<file path="src/rtl/spi_word_controller.sv">
// SPI mode-0 initiator for little-endian words: one CS-low frame per word, with the reply
// captured from CIPO during the same frame.
module spi_word_controller #(
    parameter int unsigned WORD_BITS = 64,
    parameter int unsigned CLK_DIV   = 4,
    parameter int unsigned CS_SETUP  = 2,
    parameter int unsigned CS_HOLD   = 2,
    parameter int unsigned CS_GAP    = 4
) (
    input  logic                 CLK,
    input  logic                 reset,
    input  logic                 start,
    input  logic [WORD_BITS-1:0] tx_word,
    output logic                 busy,
    output logic                 done,
    output logic [WORD_BITS-1:0] rx_word,
    output logic                 SCK,
    output logic                 CS,
    output logic                 COPI,
    input  logic                 CIPO
);

    localparam int unsigned BitW    = $clog2(WORD_BITS);
    localparam int unsigned HalfW   = $clog2(CLK_DIV + 1);
    localparam int unsigned WaitMax = (CS_SETUP > CS_HOLD) ?
                                      ((CS_SETUP > CS_GAP) ? CS_SETUP : CS_GAP) :
                                      ((CS_HOLD > CS_GAP) ? CS_HOLD : CS_GAP);
    localparam int unsigned WaitW   = $clog2(WaitMax + 1);

    localparam logic [BitW-1:0]  LastBit    = BitW'(WORD_BITS - 1);
    localparam logic [HalfW-1:0] HalfReload = HalfW'(CLK_DIV - 1);

    typedef enum logic [2:0] {StIdle, StSetup, StShift, StHold, StGap} state_e;

    // Frame bit n lives at word bit 8*(n/8) + 7 - n%8: bytes ascending, MSB first.
    function automatic logic [BitW-1:0] frame_pos(input logic [BitW-1:0] n);
        return n ^ BitW'(7);
    endfunction

    state_e               state_q, state_d;
    logic [WaitW-1:0]     wait_q, wait_d;
    logic [HalfW-1:0]     half_q, half_d;
    logic [BitW-1:0]      bit_q, bit_d;
    logic [BitW-1:0]      next_bit;
    logic                 sck_q, sck_d;
    logic                 cs_q, cs_d;
    logic                 copi_q, copi_d;
    logic                 done_q, done_d;
    logic [WORD_BITS-1:0] shift_tx_q, shift_tx_d;
    logic [WORD_BITS-1:0] shift_rx_q, shift_rx_d;
    logic [WORD_BITS-1:0] rx_word_q, rx_word_d;

    always_comb begin
        state_d    = state_q;
        wait_d     = wait_q;
        half_d     = half_q;
        bit_d      = bit_q;
        sck_d      = sck_q;
        cs_d       = cs_q;
        copi_d     = copi_q;
        done_d     = 1'b0;
        shift_tx_d = shift_tx_q;
        shift_rx_d = shift_rx_q;
        rx_word_d  = rx_word_q;
        next_bit   = bit_q + 1'b1;

        unique case (state_q)
            StIdle: begin
                sck_d = 1'b0;
                cs_d  = 1'b1;
                if (start) begin
                    shift_tx_d = tx_word;
                    bit_d      = '0;
                    cs_d       = 1'b0;
                    copi_d     = tx_word[frame_pos('0)];
                    wait_d     = WaitW'(CS_SETUP - 1);
                    state_d    = StSetup;
                end
            end
            StSetup: begin
                if (wait_q == '0) begin
                    sck_d                       = 1'b1;
                    half_d                      = HalfReload;
                    shift_rx_d[frame_pos(bit_q)] = CIPO;
                    state_d                     = StShift;
                end else begin
                    wait_d = wait_q - 1'b1;
                end
            end
            StShift: begin
                if (half_q != '0) begin
                    half_d = half_q - 1'b1;
                end else if (sck_q) begin
                    // Falling edge: present the next bit for a full low half-period.
                    sck_d  = 1'b0;
                    half_d = HalfReload;
                    if (bit_q != LastBit) begin
                        copi_d = shift_tx_q[frame_pos(next_bit)];
                    end
                end else if (bit_q == LastBit) begin
                    wait_d  = WaitW'(CS_HOLD - 1);
                    state_d = StHold;
                end else begin
                    bit_d                           = next_bit;
                    sck_d                           = 1'b1;
                    half_d                          = HalfReload;
                    shift_rx_d[frame_pos(next_bit)] = CIPO;
                end
            end
            StHold: begin
                if (wait_q == '0) begin
                    cs_d      = 1'b1;
                    done_d    = 1'b1;
                    rx_word_d = shift_rx_q;
                    wait_d    = WaitW'(CS_GAP - 1);
                    state_d   = StGap;
                end else begin
                    wait_d = wait_q - 1'b1;
                end
            end
            StGap: begin
                if (wait_q == '0) begin
                    state_d = StIdle;
                end else begin
                    wait_d = wait_q - 1'b1;
                end
            end
            default: begin
                state_d = StIdle;
                sck_d   = 1'b0;
                cs_d    = 1'b1;
            end
        endcase
    end

    always_ff @(posedge CLK or posedge reset) begin
        if (reset) begin
            state_q    <= StIdle;
            wait_q     <= '0;
            half_q     <= '0;
            bit_q      <= '0;
            sck_q      <= 1'b0;
            cs_q       <= 1'b1;
            copi_q     <= 1'b0;
            done_q     <= 1'b0;
            shift_tx_q <= '0;
            shift_rx_q <= '0;
            rx_word_q  <= '0;
        end else begin
            state_q    <= state_d;
            wait_q     <= wait_d;
            half_q     <= half_d;
            bit_q      <= bit_d;
            sck_q      <= sck_d;
            cs_q       <= cs_d;
            copi_q     <= copi_d;
            done_q     <= done_d;
            shift_tx_q <= shift_tx_d;
            shift_rx_q <= shift_rx_d;
            rx_word_q  <= rx_word_d;
        end
    end

    assign busy    = (state_q != StIdle);
    assign done    = done_q;
    assign rx_word = rx_word_q;
    assign SCK     = sck_q;
    assign CS      = cs_q;
    assign COPI    = copi_q;

endmodule

</file>
<file path="config.mk">
export PLATFORM = sky130hd
export DESIGN_NAME = spi_word_controller
export DESIGN_NICKNAME = d
export VERILOG_FILES = /design/src/rtl/spi_word_controller.sv
export SDC_FILE = /design/constraint.sdc
export NUM_CORES = 1
export LEC_CHECK = 0
export CORE_UTILIZATION = 50
export DETAILED_ROUTE_END_ITERATION = 10
export GPL_TIMING_DRIVEN = 0
export HOLD_SLACK_MARGIN = 0.08
export PLACE_DENSITY = 0.84
export SETUP_SLACK_MARGIN = 0.4
export SYNTH_ARGS = -nofsm -noshare
export SYNTH_HDL_FRONTEND = slang
export SYNTH_SLANG_ARGS = --single-unit
</file>
<file path="constraint.sdc">
create_clock -name CLK -period 9.1 [get_ports CLK]
set_input_delay 1.365 -clock CLK [delete_from_list [all_inputs] [get_ports CLK]]
set_output_delay 1.365 -clock CLK [all_outputs]
set_load 0.1 [all_outputs]
</file>
; Yosys cells after proc, flatten, opt, wreduce, memory -nomap -nowiden
; Cells that the tools add are included.
[totals]
output_inout_bits = 69
inputBits = 68
word_cells = 113
regBits = 211
[classes]
n_mux = 51
n_reduce_logical = 22
eq_ne = 18
bitwise_logic = 4
add_sub_neg = 3
order_cmp = 4
[op_table]
columns = op, count
row1 = $mux 64, 4
row2 = $bwmux 64, 2
row3 = $pmux 64 s2, 1
row4 = $mux 3, 16
row5 = $mux 6, 4
row6 = $ne 2x2->1 const B, 11
row7 = $pmux 3 s5, 1
row8 = $reduce_and 5->1, 3
row9 = $lt 6x7->1 const B, 2
row10 = $mux 1, 14
row11 = $demux 1 s6, 2
row12 = $ge 6x1->1 const B, 2
row13 = $pmux 3 s4, 1
row14 = $pmux 6 s2, 1
row15 = $reduce_and 7->1, 1
row16 = $add 6x1->6 const B, 1
row17 = $bmux 1 s6, 1
row18 = $eq 3x2->1 const B, 2
row19 = $eq 6x6->1 const B, 1
row20 = $logic_not 3->1, 2
row21 = $ne 6x6->1 const B, 1
row22 = $not 3->3, 2
row23 = $pmux 1 s3, 2
row24 = $pmux 3 s2, 1
row25 = other kinds (15), 24

; Longest topological paths before layout
; Gate-level depths: netlist of run 1.
[depth]
depth_word = 11
depth_mapped = 10
mapped_depth_nobuf = 8

; Least setup slack after synthesis of run 1
; Ideal clock, no wire load.
[synth_path]
path_kind = register to output
start = register state_q[0]
end = output busy
required_time_ps = 7735
t_arrival_ps = 1367
slack_ps = 6368
n_path_buf = 1
path_stages_with_launch = 4
cell_sequence = dfrtp_1 -> clkbuf_1 -> nor3_1 -> inv_1
[synth_via]
elab_chain_len = 1
[synth_lines]
columns = element, line_no
row1 = from (decl), 40  ; state_e state_q, state_d;
row2 = from (signal assigned), 138  ; state_q <= StIdle;
row3 = from (signal assigned), 150  ; state_q <= state_d;
row4 = $reduce_bool 3->1, 164  ; assign busy = (state_q != StIdle);
row5 = to (decl), 14  ; output logic busy,
; No other way between the ends.

; Final worst setup path of run 1
; Ends and elaborated chain as after synthesis.

==> run summary, run 1 <==
The run finished with clean final reports. The clock root buffer is sky130_fd_sc_hd__clkbuf_16. The maximum clock insertion buffer count is 3.

The number of detailed-route iterations in the first pass is 6. TritonCTS built the clock tree. STA classifies the critical path startpoint as a flop. The startpoint of the worst hold path is shift_rx_q[54]$_DFFE_PP0P_. For this design the ratio of total power to cell area is 344 nW/um^2. The post-route clock period utilization is 0.448.

For this configuration, the core starts out at a cell density of 0.514. The post-route antenna net violation count came out at 0. The growth of design area from synthesis to finish is 24.0%. The number of setup buffers added after CTS is 0. The share of total power dissipated in the clock network is 0.203. The ratio of routed vias to standard cells is between 5 and 6. The antenna cell count is 0. The maximum number of pins on one net before global-route repair came out at about 120. In the layout the commonest cells are sky130_fd_sc_hd__dfrtp_1, sky130_fd_sc_hd__mux2_2, sky130_fd_sc_hd__clkdlybuf4s50_1. Of the synthesized area, sequential elements account for 0.522. The total nets after synthesis came out at ~940. The number of pins with negative max-slew slack in the final report is 0. The DRC marker count from the first detailed-route iteration is between 600 and 700. In the final routed layout, each cell accounts on average for a little over 20 um.

The initial antenna violation count is 1. The critical path starts at state_q[0]$_DFFE_PP0P_. The die area came out at about 21,000 um^2.

The clock latency on the worst-skew pair came out at about 0.5 ns. The data arrival time at the worst-slack endpoint is around 2.7 ns. The die span in x is ~140 um. The utilization after layout is 0.638.

The remaining global-route overflow came out at 0. The proportion of power drawn by combinational gates is 0.468. The aggregate routed wire length is 26,800 um. The analysis attributes to cell leakage a power of roughly 0.0051 uW. The synthesized design contains 211 register bits. The clock-pin slew on the worst setup and hold paths came out at about 0.060 ns.

The worst hold path belongs to the class flop to flop. The clock period minus final worst setup slack is around 4.1 ns. The number of instances on the worst hold path came out at 1. At the pin with the least slew margin, the transition time is around 1.0 ns. The number of hold-slack violations in the final timing report came out at 0.

The row count is about 50. The number of top-level pins came out at between 100 and 150. The count of flip-flops with a built-in enable after synthesis came out at 0. Across the run, the number of max-cap violations was 0. In the final layout, the share of cells above drive strength 1 is 0.260. The worst setup path is of the flop to primary output kind. The height of the die is around 140 um. The total routing usage reported by global routing came out at 0.269. Setup repair after global routing left no endpoint under its margin. In this run the tightest slew margin relative to its limit is 0.317. Setup violations remaining at the end of the flow were counted as 0.

In the synthesized netlist, the number of instances is between 800 and 900. Once detailed placement completed, the half-perimeter wirelength came to around 19,000 um. The mean post-synth cell area came out at 11.6 um^2. The number of H-tree levels is 1. The number of nets in the final layout is about 1,100.

The Yosys step of the flow raised 0 warnings. The tightest hold margin is between 0.4 and 0.5 ns. In this run the critical register-to-register path is launched from bit_q[0]$_DFFE_PP0P_. The maximum vdd drop came out at between 0.00015 and 0.0002 V. The first global-routing pass estimated between 40,000 and 50,000 um of wire. After synthesis, the netlist uses 61 different library cells. In this run the power spent charging and discharging nets is roughly 1900 uW. The share of async-settable or async-resettable flops after synthesis came out at 1.00. The internal power consumption is 2410 uW. The fraction of power spent switching nets is 0.442.

The hold-fix buffer count after cts is 0. The routability-driven placement congestion ratio came out at roughly 0.96. The most used flip-flop cell after synthesis is sky130_fd_sc_hd__dfrtp_1.

The largest fanout on the critical path is 10. The number of global-route vias before repair came out at roughly 8,000. The count of instances resized after the clock tree is built is 0. The filler cells instantiated in the layout total 1,569. Leaving out fill and tap cells, the most frequent cell in the layout is sky130_fd_sc_hd__dfrtp_1.

The data required time of the worst path is 7.74 ns. The synthesized cell area is around 10,000 um^2. The number of vias after detailed routing came out at 7,735.

The share of power burned in registers is 0.329. The total DRC errors in the routed layout came out at 0. Based on the critical path, the design can be clocked at up to about 250 MHz.

For the worst flop-to-flop path, the logic depth is 7. The slack of the worst reg-to-reg path came out at ~5.9 ns. STA classifies the critical path endpoint as a primary output.

The maximum clock skew at final layout is 0.0154 ns. The tree built by TritonCTS fans out to approximately 210 sinks. The number of buffers added on ports is about 140. The core region is just under 20,000 um^2. The TritonCTS buffer count came out at 22.
power by group through the flow:
stage	logic (uW)	clock network (uW)	registers, uW
2_1_floorplan	742	0	2180
4_1_cts	2020	888	1420
3_5_place_dp	2010	0	1430
5_1_grt	2120	925	1460
6_report	2020	876	1420
3_3_place_gp	1970	0	1410
routing by layer:
layer  global-route usage  wire, um  up-vias  part of all wire
li1                     -         -     3491                 -
met1                0.369     11300     3808              0.42
met2                0.434     12500      359              0.47
met3               0.0470      2230       77             0.083
met4               0.0853       784        0             0.029
met5                    0         0        -                 0
final timing paths:
path	endpoint
max	busy
min	shift_rx_q[54]$_DFFE_PP0P_
max reg2reg	shift_rx_q[27]$_DFFE_PP0P_
min reg2reg	shift_rx_q[54]$_DFFE_PP0P_
max in group asynchronous	shift_rx_q[49]$_DFFE_PP0P_
min in group asynchronous	shift_tx_q[52]$_DFFE_PP0P_
cells in the mapped netlist (4+ instances only):
cell type	n	area, um^2
sky130_fd_sc_hd__a221oi_1	5	43.8
sky130_fd_sc_hd__mux2i_1	6	60.1
sky130_fd_sc_hd__and3_1	6	37.5
sky130_fd_sc_hd__or2_2	4	25.0
sky130_fd_sc_hd__nand2_1	84	315
sky130_fd_sc_hd__nor2b_1	8	50.1
sky130_fd_sc_hd__ha_1	5	62.6
sky130_fd_sc_hd__mux2_1	4	45.0
sky130_fd_sc_hd__dfrtp_1	210	5260
sky130_fd_sc_hd__nand3_1	27	135
sky130_fd_sc_hd__o32ai_1	4	35.0
sky130_fd_sc_hd__nand4_1	6	37.5
sky130_fd_sc_hd__o22ai_1	38	238
sky130_fd_sc_hd__mux2_2	190	2140
sky130_fd_sc_hd__clkbuf_1	28	105
sky130_fd_sc_hd__nor3b_1	4	30.0
sky130_fd_sc_hd__a31oi_1	7	43.8
sky130_fd_sc_hd__a21oi_1	17	85.1
sky130_fd_sc_hd__nor2_1	42	158
sky130_fd_sc_hd__a22oi_1	14	105
sky130_fd_sc_hd__inv_1	12	45.0
sky130_fd_sc_hd__buf_2	29	145
sky130_fd_sc_hd__nand2b_1	15	93.8
sky130_fd_sc_hd__a32oi_1	4	35.0
sky130_fd_sc_hd__nor3_1	12	60.1
sky130_fd_sc_hd__o21ai_0	22	110
stage by stage:
stage	setup slack, ns	std cells	area, um^2	total power [uW]	TNS (ns)
global route	4.94	1309	12500	4500	0
finish	5.02	1309	12500	4310	0
global placement	-0.482	1268	11800	3380	-96.92
CTS	5.06	1309	12500	4330	0
floorplan	1.97	868	10100	2920	0
detailed placement	5.59	1269	11800	3440	0
cell families (layout without fill, tap and decap cells):
logic type,after synthesis,after routing,share of synthesized area
and+or+nand+nor,223,223,0.105
DFF,211,211,0.522
muxes,203,203,0.229
AOI/OAI and AO/OA,148,148,0.100
buffers and inverters,71,247,0.0300
xor gates and xnor gates,7,7,0.00755
adders and majority gates,5,5,0.00619
worst max-delay path, stage by stage, from the launching register on:
cell and delay, ns:
sky130_fd_sc_hd__dfrtp_1 0.44, sky130_fd_sc_hd__clkbuf_1 0.36, sky130_fd_sc_hd__nor3_1 0.15, sky130_fd_sc_hd__inv_1 0.11
sky130_fd_sc_hd__clkdlybuf4s50_1 1.14
registers in the layout, summed over array words and instances (netlist names):
register    flops
shift_tx_q     64
wait_q          3
CS              1
shift_rx_q     64
rx_word        64
half_q          3
bit_q           6
done            1
state_q         3
COPI            1
SCK             1
layout make-up:
class	instances	area, um^2	area share
clock buffers	32	639	0.0510
flip-flops and latches	211	5280	0.421
multi-input cells	586	4530	0.361
inverters	12	52.6	0.00419
repair buffers	136	1380	0.110
clock inverters	8	65.1	0.00519
plain buffers	59	258	0.0206
well taps	265	332	0.0265
Power figures use the tool's default switching activity.
==> run 2: changes to the inputs <==
Clock period 9.1 ns to 4.1 ns, I/O delays scaled along.
==> run 2 against run 1 <==
Effect of this change:
- die area unchanged
- cell count unchanged
- largest power group unchanged
- critical endpoint unchanged
- final area up 0.55%
- register-to-register slack worse by 5.0 ns
- critical path type unchanged
- global-route usage up 0.076 points
- first-iteration DRC count up 0.16%
- sequential share of layout area down 0.23 points
- worst hold slack better by 0.0014 ns
- combinational power up 120%
- sequential power up 120%
- clock skew down 0.0077 ns
==> run summary, run 2 (synthesis gave the netlist of run 1 again) <==
The number of top-level pins came to 137 (unchanged). The CTS sink count came out at 211 (unchanged). The height of the die is 144 um (unchanged).

The number of buffers added on ports is 135 (unchanged). The critical path goes through clkbuf_1 > nor3_1 > inv_1 > clkdlybuf4s50_1. The post-route antenna net violation count came out at 0 (unchanged). The number of nets in the final layout came out at 1,105 (+0.36%). The post-layout worst setup margin came out at 0.818 ns (-4.20 ns). The starting utilization of the core area is 0.514 (unchanged).

The count of instances resized after the clock tree is built is 0 (unchanged). The post-route clock period utilization came out at 0.800. The number of max-capacitance violations reported came out at 0 (unchanged). The cell count after placement is 1,273 (+0.32%). The total routing usage reported by global routing was 0.270 (+0.000759). The number of pins with negative max-slew slack in the final report was 0 (unchanged). The utilization after layout came out at 0.641 (+0.00350). The largest fanout on the critical path came out at 10 (unchanged).

The number of hold-slack violations in the final timing report is 0 (unchanged). The tightest hold margin came to 0.496 ns (+0.00142 ns). The routability-driven placement congestion ratio came out at 0.958 (-0.13%). In the layout the commonest cells are sky130_fd_sc_hd__dfrtp_1, sky130_fd_sc_hd__mux2_2, sky130_fd_sc_hd__clkdlybuf4s50_1.

The total DRC errors in the routed layout came out at 0 (unchanged). The number of H-tree levels came out at 1 (unchanged). The antenna cell count came out at 0 (unchanged). The clock latency on the worst-skew pair came out at 0.50 ns (about the same). The DRC marker count from the first detailed-route iteration came to 616 (+0.16%). The clock period minus final worst setup slack is between 3 and 4 ns.

The minimum setup slack after placement is 1.07 ns (-4.52 ns). The startpoint type of the worst setup path is a flop. The normalized max-slew margin is 0.338 (+0.0213). The maximum number of pins on one net before global-route repair came out at 45 (-64%). The largest individual stage delay along the critical path comes from the cell sky130_fd_sc_hd__clkdlybuf4s50_1. The start-to-end type of the worst setup path is flop to primary output. The hold-fix buffer count after cts came to 0 (unchanged). The ratio of routed vias to standard cells is 5.95 (+0.76%). The data required time of the worst path is 3.48 ns (-4.26 ns). The maximum clock insertion buffer count came to 3 (unchanged).

The power density over the cells was 760 nW/um^2 (+120%). The average wire per cell in the routed design is 20.5 um (about the same). The classification of the worst-slack hold path is flop to flop. The aggregate routed wire length is 26,900 um (about the same). Setup repair after global routing left no endpoint under its margin. In this design, the largest share of critical-path delay is due to buffers and inverters. The non-filler instance count after layout is 1,309 (unchanged). The commonest non-fill, non-tap cell in the layout is sky130_fd_sc_hd__dfrtp_1. The data arrival time at the worst-slack endpoint is 2.67 ns (-0.04 ns). The row count is 51 (unchanged). The proportion of layout cells with a drive suffix above 1 is 0.261 (+0.00192).

The clock tree from TritonCTS is done. The timing-limited maximum frequency came out at between 300 and 400 MHz. The global-route wire length before repair is 43,200 um (+1.2%). The die area came out at 20,800 um^2 (unchanged).

The run finished with clean final reports. The tree is rooted in a sky130_fd_sc_hd__clkbuf_16. The endpoint class of the critical path is a primary output. The number of vias after detailed routing is 7,794 (+0.76%). The leakage dissipation is 0.00511 uW (+0.49%). The number of buffers added for setup after CTS is 0 (unchanged). The maximum clock skew at final layout came out at 0.00778 ns (-0.00765 ns). The die span in x came out at 144 um (unchanged). The worst path buffer plus inverter count came out at 3 (unchanged). The area growth from synthesis to layout is 24.6%.

The total half-perimeter wirelength after legalization and detailed placement came out at 19,500 um (+2.7%). The maximum vdd drop is 0.000494 V (+230%). The remaining global-route overflow came out at 0 (unchanged). The initial antenna violation count is 0 (-1). The area of the placeable core is 19,700 um^2 (unchanged). The stage delay of the slowest cell on the critical path came to 1.13 ns (about the same).

The TritonCTS buffer count is 22 (unchanged). The worst-margin pin slew is 0.990 ns (-0.0318 ns). The number of global-route vias before repair came to 7,985 (+0.43%).

The clock-pin slew on the worst setup and hold paths came out at 0.06 ns (about the same). The number of endpoints failing setup at the final stage came out at 0 (unchanged). The number of detailed-route iterations in the first pass came to 6 (unchanged). The post-route total power came out at 9580 uW (+120%).
[run 2: worst reg2reg max path, cell delays in order, from the launching register on]
cell and delay [ns]:
sky130_fd_sc_hd__dfrtp_1 0.47, sky130_fd_sc_hd__ha_1 0.49, sky130_fd_sc_hd__buf_2 0.34, sky130_fd_sc_hd__buf_2 0.34, sky130_fd_sc_hd__clkbuf_1 0.53, sky130_fd_sc_hd__nand3_1 0.23, sky130_fd_sc_hd__o32ai_1 0.22, sky130_fd_sc_hd__nand2_1 0.11
sky130_fd_sc_hd__mux2_1 0.31
[run 2: per-layer routing]
metal	vias to the layer above	wire length (um)	track usage
met5	-	0	0
met4	0	556	0.0698
met3	52	2100	0.0490
met2	341	12800	0.435
met1	3900	11400	0.375
li1	3501	-	-
[run 2: through the flow]
step                      TNS (ns)  cell area [um^2]
after global placement     -165.29             11800
final                            0             12600
after global routing             0             12600
after floorplan                  0             10100
after detailed placement         0             11900
after CTS                        0             12600
[run 2: final cells by class]
class | count | area, um^2
buffer | 59 | 258
clock buffer | 32 | 659
clock inverter | 4 | 45.0
fill | 1578 | 7050
inverter | 12 | 48.8
multi-input combinational | 586 | 4530
sequential | 211 | 5280
tap | 265 | 332
timing repair buffer | 140 | 1450
[run 2: worst paths after layout]
path | start | to | slack [ns] | depth (start not counted)
worst max-delay path | state_q[0]$_DFFE_PP0P_ | busy | 0.82 | 4
worst min-delay path | shift_rx_q[41]$_DFFE_PP0P_ | shift_rx_q[41]$_DFFE_PP0P_ | 0.50 | 1
worst max register to register | bit_q[0]$_DFFE_PP0P_ | shift_rx_q[41]$_DFFE_PP0P_ | 0.95 | 8
worst min register to register | shift_rx_q[41]$_DFFE_PP0P_ | shift_rx_q[41]$_DFFE_PP0P_ | 0.50 | 1
max in group asynchronous | reset | shift_rx_q[46]$_DFFE_PP0P_ | 2.51 | 5
min in group asynchronous | reset | shift_tx_q[53]$_DFFE_PP0P_ | 0.51 | 2
[run 2: power by group]
part | total (uW) | switching (uW) | internal, uW
clock network | 1950 | 780 | 1170
logic | 4490 | 3040 | 1450
registers | 3140 | 393 | 2750
total | 9580 | 4210 | 5370
